## config.mk

```make
export PLATFORM = sky130hd
export DESIGN_NAME = irq_ctrl
export DESIGN_NICKNAME = d
export VERILOG_FILES = /design/src/rtl/irq_ctrl.sv
export SDC_FILE = /design/constraint.sdc
export NUM_CORES = 1
export LEC_CHECK = 0
export CAP_MARGIN = 10
export CORE_ASPECT_RATIO = 0.9
export CORE_MARGIN = 8
export CORE_UTILIZATION = 23
export CTS_CLUSTER_SIZE = 12
export DETAILED_ROUTE_END_ITERATION = 7
export GPL_TIMING_DRIVEN = 0
export HOLD_SLACK_MARGIN = 0.15
export PLACE_DENSITY = 0.52
export SYNTH_ARGS = -nofsm -noshare
export SYNTH_HDL_FRONTEND = slang
export SYNTH_SLANG_ARGS = --single-unit
```

## constraint.sdc

```tcl
create_clock -name i_clk -period 9 [get_ports i_clk]
set_input_delay 1.8 -clock i_clk [delete_from_list [all_inputs] [get_ports i_clk]]
set_output_delay 1.8 -clock i_clk [all_outputs]
set_load 0.01 [all_outputs]
```

## src/rtl/irq_ctrl.sv

```systemverilog
// Priority interrupt controller: latches peripheral requests, applies a mask,
// issues a one-cycle take pulse with vector, and tracks nesting through a
// small hardware stack that is popped on IRET.
module irq_ctrl #(
    parameter int unsigned N_IRQ      = 8,
    parameter logic [15:0] VEC_BASE   = 16'h0100,
    parameter int unsigned VEC_STRIDE = 4,
    parameter int unsigned MAX_DEPTH  = 3,
    parameter int unsigned HOLD_CYC   = 2
) (
    input  logic             i_clk,
    input  logic             i_rst,
    input  logic [N_IRQ-1:0] i_irq_req,
    input  logic             i_int_en,
    input  logic             i_insn_ce,
    input  logic             i_iret,
    input  logic             i_cfg_we,
    input  logic [1:0]       i_cfg_addr,
    input  logic [15:0]      i_cfg_wdata,
    output logic [15:0]      o_cfg_rdata,
    output logic             o_irq_take,
    output logic [15:0]      o_irq_vector,
    output logic [3:0]       o_irq_id,
    output logic [1:0]       o_depth,
    output logic             o_iret_err
);

    typedef enum logic [1:0] {StIdle, StTake, StHold} state_e;

    state_e           r_state;
    logic             r_take;
    logic [15:0]      r_vector;
    logic [3:0]       r_id;
    logic [7:0]       r_hold_cnt;
    logic [N_IRQ-1:0] r_mask;
    logic [N_IRQ-1:0] r_pend;
    logic [N_IRQ-1:0] r_active;
    logic [N_IRQ-1:0] r_req_prev;
    logic [3:0]       r_stack [4];
    logic [1:0]       r_depth;
    logic             r_iret_err;

    logic [N_IRQ-1:0] w_wdata;
    logic [15:0]      w_wdata_unused;
    logic [N_IRQ-1:0] w_src;
    logic [3:0]       w_cand;
    logic [N_IRQ-1:0] w_cand_oh;
    logic             w_cand_vld;
    logic [3:0]       w_act_low;
    logic             w_act_any;
    logic             w_depth_ok;
    logic             w_take_go;
    logic [15:0]      w_vec;
    logic             w_iret_pop;
    logic [3:0]       w_top;
    logic [N_IRQ-1:0] w_top_oh;
    logic [1:0]       w_depth_pop;
    logic [N_IRQ-1:0] w_pend_set;
    logic [N_IRQ-1:0] w_pend_clr;
    logic [N_IRQ-1:0] w_act_clr;
    logic [N_IRQ-1:0] w_act_set;
    logic [15:0]      w_rdata;

    assign w_wdata        = i_cfg_wdata[N_IRQ-1:0];
    // Upper write-data bits beyond N_IRQ carry no meaning
    assign w_wdata_unused = i_cfg_wdata;
    assign w_src          = r_pend & r_mask;
    assign w_depth_ok     = ({30'd0, r_depth} < MAX_DEPTH);
    assign w_vec          = VEC_BASE + 16'(w_cand) * 16'(VEC_STRIDE);
    assign w_iret_pop     = i_iret && (r_depth != 2'd0);
    assign w_top          = r_stack[r_depth - 2'd1];
    assign w_depth_pop    = r_depth - {1'b0, w_iret_pop};

    // Priority search: lowest pending+enabled index and lowest active index
    always_comb begin
        w_cand     = '0;
        w_cand_oh  = '0;
        w_cand_vld = 1'b0;
        w_act_low  = '0;
        w_act_any  = 1'b0;
        w_top_oh   = '0;
        for (int i = N_IRQ - 1; i >= 0; i--) begin
            if (w_src[i]) begin
                w_cand     = 4'(i);
                w_cand_oh  = '0;
                w_cand_oh[i] = 1'b1;
                w_cand_vld = 1'b1;
            end
            if (r_active[i]) begin
                w_act_low = 4'(i);
                w_act_any = 1'b1;
            end
            if (4'(i) == w_top) begin
                w_top_oh[i] = 1'b1;
            end
        end
    end

    // Take decision: strict preemption only, bounded by stack depth
    assign w_take_go = (r_state == StIdle) && i_int_en && i_insn_ce && w_cand_vld &&
                       w_depth_ok && (!w_act_any || (w_cand < w_act_low));

    // Pending/active set and clear terms; a set beats a same-cycle clear
    always_comb begin
        w_pend_set = i_irq_req & ~r_req_prev;
        w_pend_clr = '0;
        w_act_clr  = '0;
        w_act_set  = '0;
        if (i_cfg_we && i_cfg_addr == 2'd3) w_pend_set = w_pend_set | w_wdata;
        if (i_cfg_we && i_cfg_addr == 2'd1) w_pend_clr = w_wdata;
        if (w_take_go) begin
            w_pend_clr = w_pend_clr | w_cand_oh;
            w_act_set  = w_cand_oh;
        end
        if (w_iret_pop) w_act_clr = w_top_oh;
    end

    // Register read mux, zero-extended; SWSET reads as 0
    always_comb begin
        w_rdata = '0;
        case (i_cfg_addr)
            2'd0:    w_rdata[N_IRQ-1:0] = r_mask;
            2'd1:    w_rdata[N_IRQ-1:0] = r_pend;
            2'd2:    w_rdata[N_IRQ-1:0] = r_active;
            default: w_rdata = '0;
        endcase
    end

    // Take sequencing FSM with registered take pulse, id and vector
    always_ff @(posedge i_clk) begin
        if (i_rst) begin
            r_state    <= StIdle;
            r_take     <= 1'b0;
            r_vector   <= '0;
            r_id       <= '0;
            r_hold_cnt <= '0;
        end else begin
            case (r_state)
                StIdle: begin
                    if (w_take_go) begin
                        r_state  <= StTake;
                        r_take   <= 1'b1;
                        r_id     <= w_cand;
                        r_vector <= w_vec;
                    end
                end
                StTake: begin
                    r_take     <= 1'b0;
                    r_hold_cnt <= 8'(HOLD_CYC);
                    r_state    <= (HOLD_CYC == 0) ? StIdle : StHold;
                end
                StHold: begin
                    if (r_hold_cnt <= 8'd1) begin
                        r_hold_cnt <= '0;
                        r_state    <= StIdle;
                    end else begin
                        r_hold_cnt <= r_hold_cnt - 8'd1;
                    end
                end
                default: begin
                    r_state <= StIdle;
                    r_take  <= 1'b0;
                end
            endcase
        end
    end

    // Pending, mask, active set, nesting stack and IRET error flag
    always_ff @(posedge i_clk) begin
        if (i_rst) begin
            r_mask     <= '0;
            r_pend     <= '0;
            r_active   <= '0;
            r_req_prev <= '0;
            r_depth    <= '0;
            r_iret_err <= 1'b0;
            for (int i = 0; i < 4; i++) r_stack[i] <= '0;
        end else begin
            r_req_prev <= i_irq_req;
            r_pend     <= (r_pend & ~w_pend_clr) | w_pend_set;
            r_active   <= (r_active & ~w_act_clr) | w_act_set;
            if (i_cfg_we && i_cfg_addr == 2'd0) r_mask <= w_wdata;
            // Pop applies first, so a same-edge push overwrites the popped slot
            if (w_take_go) r_stack[w_depth_pop] <= w_cand;
            r_depth <= w_depth_pop + {1'b0, w_take_go};
            if (i_iret && r_depth == 2'd0) r_iret_err <= 1'b1;
        end
    end

    assign o_cfg_rdata  = w_rdata;
    assign o_irq_take   = r_take;
    assign o_irq_vector = r_vector;
    assign o_irq_id     = r_id;
    assign o_depth      = r_depth;
    assign o_iret_err   = r_iret_err;

endmodule

```

=== Word level (Yosys, flattened, before mapping) ===
Memories as Yosys holds them, arrays and structs flattened.
Index checks and enable logic that the tools add are counted.

* Word-level logic and storage cells: 137
* Memories: 1
* Latch bits: 0
* Input bits: 32
* Bits in registers: 66
* Output and inout port bits: 40
* Memory bits (read-only): 0
* Memory bits (writable): 16

* Bitwise gates (word level): 12
* $mul: 0
* Add/subtract/negate cells: 5
* Eq/ne operators: 14
* Div/mod/pow operators: 0
* Shifts and indexed selects: 0
* $lt $le $gt $ge: 3
* Mux-type cells: 69
* Reduce and logical (&&, ||, !) cells: 22

{| class="wikitable"
|+ Memory list
! memory !! depth !! bits a word !! read ports !! clocked after Yosys merged registers in !! write ports !! RTL line !! source
|-
| r_stack || 4 || 4 || 1 || 0 || 4 || 39 || <nowiki>logic [3:0] r_stack [4];</nowiki>
|}

{| class="wikitable"
|+ Operators with widths
! kind !! number
|-
| 8-bit 2-to-1 mux || 14
|-
| 4-bit 2-to-1 mux || 15
|-
| 8-bit bitwise AND || 4
|-
| 8-bit bitwise OR || 4
|-
| 1-bit 2-to-1 mux || 31
|-
| 8-bit inverter || 3
|-
| 8-bit one-hot mux with 3 select lines || 1
|-
| 3-bit by 4-bit equality test with 1-bit output (first input constant) || 4
|-
| 8-bit one-hot mux with 2 select lines || 1
|-
| 9-bit by 6-bit adder with 10-bit output (first input constant) || 1
|-
| 1-bit logical AND || 10
|-
| 2-bit by 4-bit equality test with 1-bit output (first input constant) || 2
|-
| 8-bit by 1-bit less-or-equal comparator with 1-bit output (second input constant) || 1
|-
| 8-bit by 1-bit subtractor with 8-bit output (second input constant) || 1
|-
| 2-bit equality test (second input constant) || 3
|-
| 2-bit zero test || 3
|-
| 2-bit 2-to-1 mux || 3
|-
| 3-bit 2-to-1 mux || 2
|-
| 2-bit one-hot mux with 3 select lines || 1
|-
| 2-bit AND reduction || 3
|-
| 1-bit by 4-bit equality test with 1-bit output (first input constant) || 1
|-
| 2-bit by 1-bit equality test with 1-bit output (second input constant) || 2
|-
| 4-bit zero test || 1
|-
| 4-bit less-than comparator || 1
|-
| 11 further kinds || 13
|}

=== Longest topological paths before layout ===
Gate-level depths: netlist of the first run.

* Depth in word-level cells: 17
* Mapped depth: 13
* Depth with buffers taken out: 13

=== Worst setup path before layout of the first run ===
No wires, ideal clock.

* Path kind: input to output
* From: in i_cfg_addr[0]
* To: out o_cfg_rdata[0]
* Stages: 5
* Required time: 7.200 ns
* Setup slack: 4.537 ns
* Data arrival time: 2.663 ns
* Buffers on the path: 2
* Cells stage by stage: clkbuf_1 nor2b_1 clkbuf_1 nand2_1 o21ai_0

* Longest elaborated chain between the ends: 2
* Elaborated cells between the ends (all ways): 4
* Classes of those cells: 2 x eq/ne; 1 x mux; 1 x reduce/logical

{| class="wikitable"
|+ RTL lines
! element !! RTL line !! source
|-
| start: declaration || 18 || <nowiki>input logic [1:0] i_cfg_addr,</nowiki>
|-
| 2-bit equality test, or another cell as far along || 121 || <nowiki>case (i_cfg_addr)</nowiki>
|-
| 8-bit one-hot mux with 3 select lines (*) || 121 ||
|-
| end: declaration || 20 || <nowiki>output logic [15:0] o_cfg_rdata,</nowiki>
|}

Every way passes the cells marked *; elsewhere a longest branch is shown, timed or not.

=== Worst setup path in the final report of the first run ===
* From: in i_cfg_addr[1]
* To: out o_cfg_rdata[6]

The elaborated chain is that of the path after synthesis.

==> flow_summary_export.csv, run 1 <==
group,metric,value,unit
global_route,grt_overflow_total,0,
setup_path,startpoint,"i_cfg_addr[1]",
route,ant_nets,0,
finish,stdcell_count,639,
flow_run,cap_violations,0,
route,vias_per_cell,4.45,
timing,hold_slack,0.466,ns
placed_design,placed_cells,623,
floorplan,core_area,14100,um^2
clock_network,cts_tree,"done",
global_route,grt_util_all_layers,10.2,%
finish,area_delta_synth_final,30.2,%
clock_network,clock_path_buffers,2,
route,drtIter0Drc,264,
synthesis,synth_simple_gate_area_share,20.5,%
synthesis,synthXorXnorAreaFrac,2.65,%
setup_path,rrSetupSlack,5.07,ns
synthesis,synthDistinctLibCells,53,
synthesis,ys_warn_count,0,
power_and_ir_drop,leakage,1.62,nW
floorplan,die_h,130,um
clock_network,cts.sinks,62,
synthesis,synth_top_area_share,30.3,%
timing,fmax,0.174,GHz
worst_hold_path,hold_class,"flop to flop",
global_route,grt_max_degree,12,
synthesis,muxShareOfSynthArea,7.19,%
timing,relSlewSlack,53.2,%
power_and_ir_drop,vdd_drop_max,90.0,uV
clock_network,clk_latency,0.32,ns
timing,rsz0062_at_grt,"no",
synthesis,synth_area,3300,um^2
clock_network,clk_pin_slew,0.05,ns
clock_network,post-cts-setup-buffers,0,
timing,period_minus_slack,5.74,ns
finish,nets,484,
setup_path,critPathMaxFanout,10,
placed_design,gp_congestion,0.849,
setup_path,ff2ff_path_depth,9,
placed_design,io_buffer_count,42,
clock_network,cts-buffers-inserted,9,
synthesis,synthAdderAreaFrac,4.17,%
clock_network,cts-htree-levels,3,
route,vias,2842,
synthesis,syn_avg_cell_area,8.98,um^2
timing,min_period_over_period,63.8,%
setup_path,max_stage_delay,0.61,ns
worst_hold_path,hp-start,"o_irq_vector[8]",
setup_path,crit-reg2reg-launch,"r_pend[2]",
power_and_ir_drop,p_per_area,192,nW/um^2
timing,setup_viol,0,
global_route,grt_pass1_vias,2840,
synthesis,syn_inst,368,
route,wl_per_cell,14.4,um
synthesis,ys_top_cells_by_area,"dfxtp_1 (30%), edfxtp_1 (11%), buf_4 (5.5%), mux2i_1 (5.1%), nand2_1 (5.1%)",
synthesis,yosys-top-cells-count,"dfxtp_1 (50), nand2_1 (45), nor2_1 (39)",
timing,fin_worst_skew,0.00650,ns
setup_path,worstPathRequired,7.20,ns
timing,worst_pin_slew,0.703,ns
setup_path,path_class,"input port to primary output",
timing,setup_tns,0,ns
floorplan,rows,41,
timing,drv_slew,0,
finish,diodes,0,
synthesis,ys_seq_elements,62,
setup_path,cp-end-kind,"primary output",
outcome,status,"complete, no violations",
setup_path,start_kind,"input port",
synthesis,async_reset_ff_share,0,%
worst_hold_path,holdPathEnd,"o_irq_vector[8]",
worst_hold_path,hold_depth,1,
synthesis,synth_top_area_cell,"dfxtp_1",
clock_network,ctsResizeCount,0,
floorplan,dieArea,18500,um^2
synthesis,synth_most_common_cell,"dfxtp_1",
placed_design,dp_hpwl,7.22,mm
route,dr.pass1.iters,4,
synthesis,synth-edff-count,12,
setup_path,cp.arrival,3.94,ns
floorplan,die_w,142,um
route,drc_errors,0,
synthesis,yosysSeqAreaShare,41.2,%
global_route,grt_pass1_wl,14.6,mm
timing,final_hold_viol_count,0,
synthesis,synth_compound_area_share,15.9,%
finish,drive_gt1_share,11.2,%
clock_network,cts-root-buf,"clkbuf_16",
floorplan,ios,72,
clock_network,cts_hold_buffers,0,
floorplan,initial_core_util,23.5,%
global_route,antenna_found_initial,0,
synthesis,synth_top_family_by_area,"simple AND/OR/NAND/NOR gates",
synthesis,synth-main-ff-cell,"dfxtp_1",
setup_path,rr_endpoint,"r_stack[0][2]",
setup_path,cp_cell_sequence,"clkdlybuf4s50_1, clkbuf_1, nor2b_1, clkbuf_1, nand2_1, o21ai_0, clkdlybuf4s50_1",
setup_path,crit_slowest_cell,"clkdlybuf4s50_1",
route,wl,9.20,mm
==> through the flow <==
| step | setup slack, ns | util [%] | instance area [um^2] | total power [mW] |
|---|---|---|---|---|
| after global routing | 2.97 | 30.6 | 4300 | 0.867 |
| after CTS | 3.28 | 30.6 | 4300 | 0.833 |
| final | 3.26 | 30.6 | 4300 | 0.826 |
| after detailed placement | 3.30 | 28.8 | 4040 | 0.529 |
| after floorplan | 4.54 | - | 3380 | 0.461 |
| after global placement | 3.27 | 28.8 | 4040 | 0.525 |
==> cells by family after synthesis <==
logic type,after synthesis
DFF,62
buffers and inverters,49
and+or+nand+nor,138
AOI/OAI and AO/OA,77
muxes,20
xor gates and xnor gates,10
other,1
adders and majority gates,11
==> state kept, by name (all words and copies together), names as in the netlist, 8 cells and up <==
| signal | flops |
|---|---|
| r_stack | 12 |
| r_active | 8 |
| r_req_prev | 8 |
| r_hold_cnt | 8 |
| r_mask | 8 |
| r_pend | 8 |
==> report_power, final <==
group          internal, mW  leakage [nW]  switching, mW  total [mW]
combinational        0.0921         0.960          0.112       0.204
clock                 0.184         0.129          0.117       0.301
sequential            0.301         0.533         0.0196       0.320
total                 0.577          1.62          0.249       0.826
==> placed cells by master, fill, tap and decap left out, drive strengths merged, types with 14 or more instances in the layout <==
cell and count:
buf 25, mux2i 17, nor2 39, inv 14, clkbuf 21, nand2 45
dfxtp 50, nor2b 20, conb 21, a21oi 21, o21ai 17, clkdlybuf4s50 42
==> worst max-delay path: cells and delay by family <==
| family | cells | cell delay (ns) |
|---|---|---|
| buffers and inverters | 4 | 1.75 |
| and+or+nand+nor | 2 | 0.27 |
| AOI/OAI and AO/OA | 1 | 0.13 |
==> routing by layer <==
layer | routed length, um | part of all wire, % | track usage, % | up-vias
met3 | 597 | 6.5 | 2.67 | 11
met4 | 165 | 1.8 | 4.31 | 0
met1 | 3990 | 43 | 12.0 | 1332
met5 | 0 | 0 | 0 | -
met2 | 4450 | 48 | 17.4 | 86
li1 | - | - | - | 1413
==> worst max-delay path by stage <==
stage | endpoint | slack (ns) | cells past startpoint
floorplan | o_cfg_rdata[0] | 4.54 | 5
global placement | o_cfg_rdata[6] | 3.27 | 5
detailed placement | o_cfg_rdata[1] | 3.30 | 7
CTS | o_cfg_rdata[1] | 3.28 | 7
global route | o_cfg_rdata[6] | 2.97 | 7
finish | o_cfg_rdata[6] | 3.26 | 7
==> final cells by class <==
type	count	area [um^2]
clock buffer	11	233
multi-input combinational	277	1740
inverter	14	52.6
clock inverter	5	27.5
buffer	35	221
fill	1465	9750
sequential	62	1360
tap	193	241
timing repair buffer	42	420
No activity file was read; power rests on OpenSTA's default activity.
==> run 2, diff against run 1 <==
clock period = 5.4 ns   (was 9 ns; I/O delays follow)
==> results of run 2 <==
The final DEF is identical to that of run 1. Status: complete, no violations.
Among the figures that moved: setup slack after placement 3.30 ns -> 1.14 ns; setup slack after layout 3.26 ns -> 1.10 ns; register-to-register setup slack 5.07 ns -> 1.47 ns; total power 0.826 mW -> 1.38 mW; worst IR drop on VDD 90.0 uV -> 150 uV
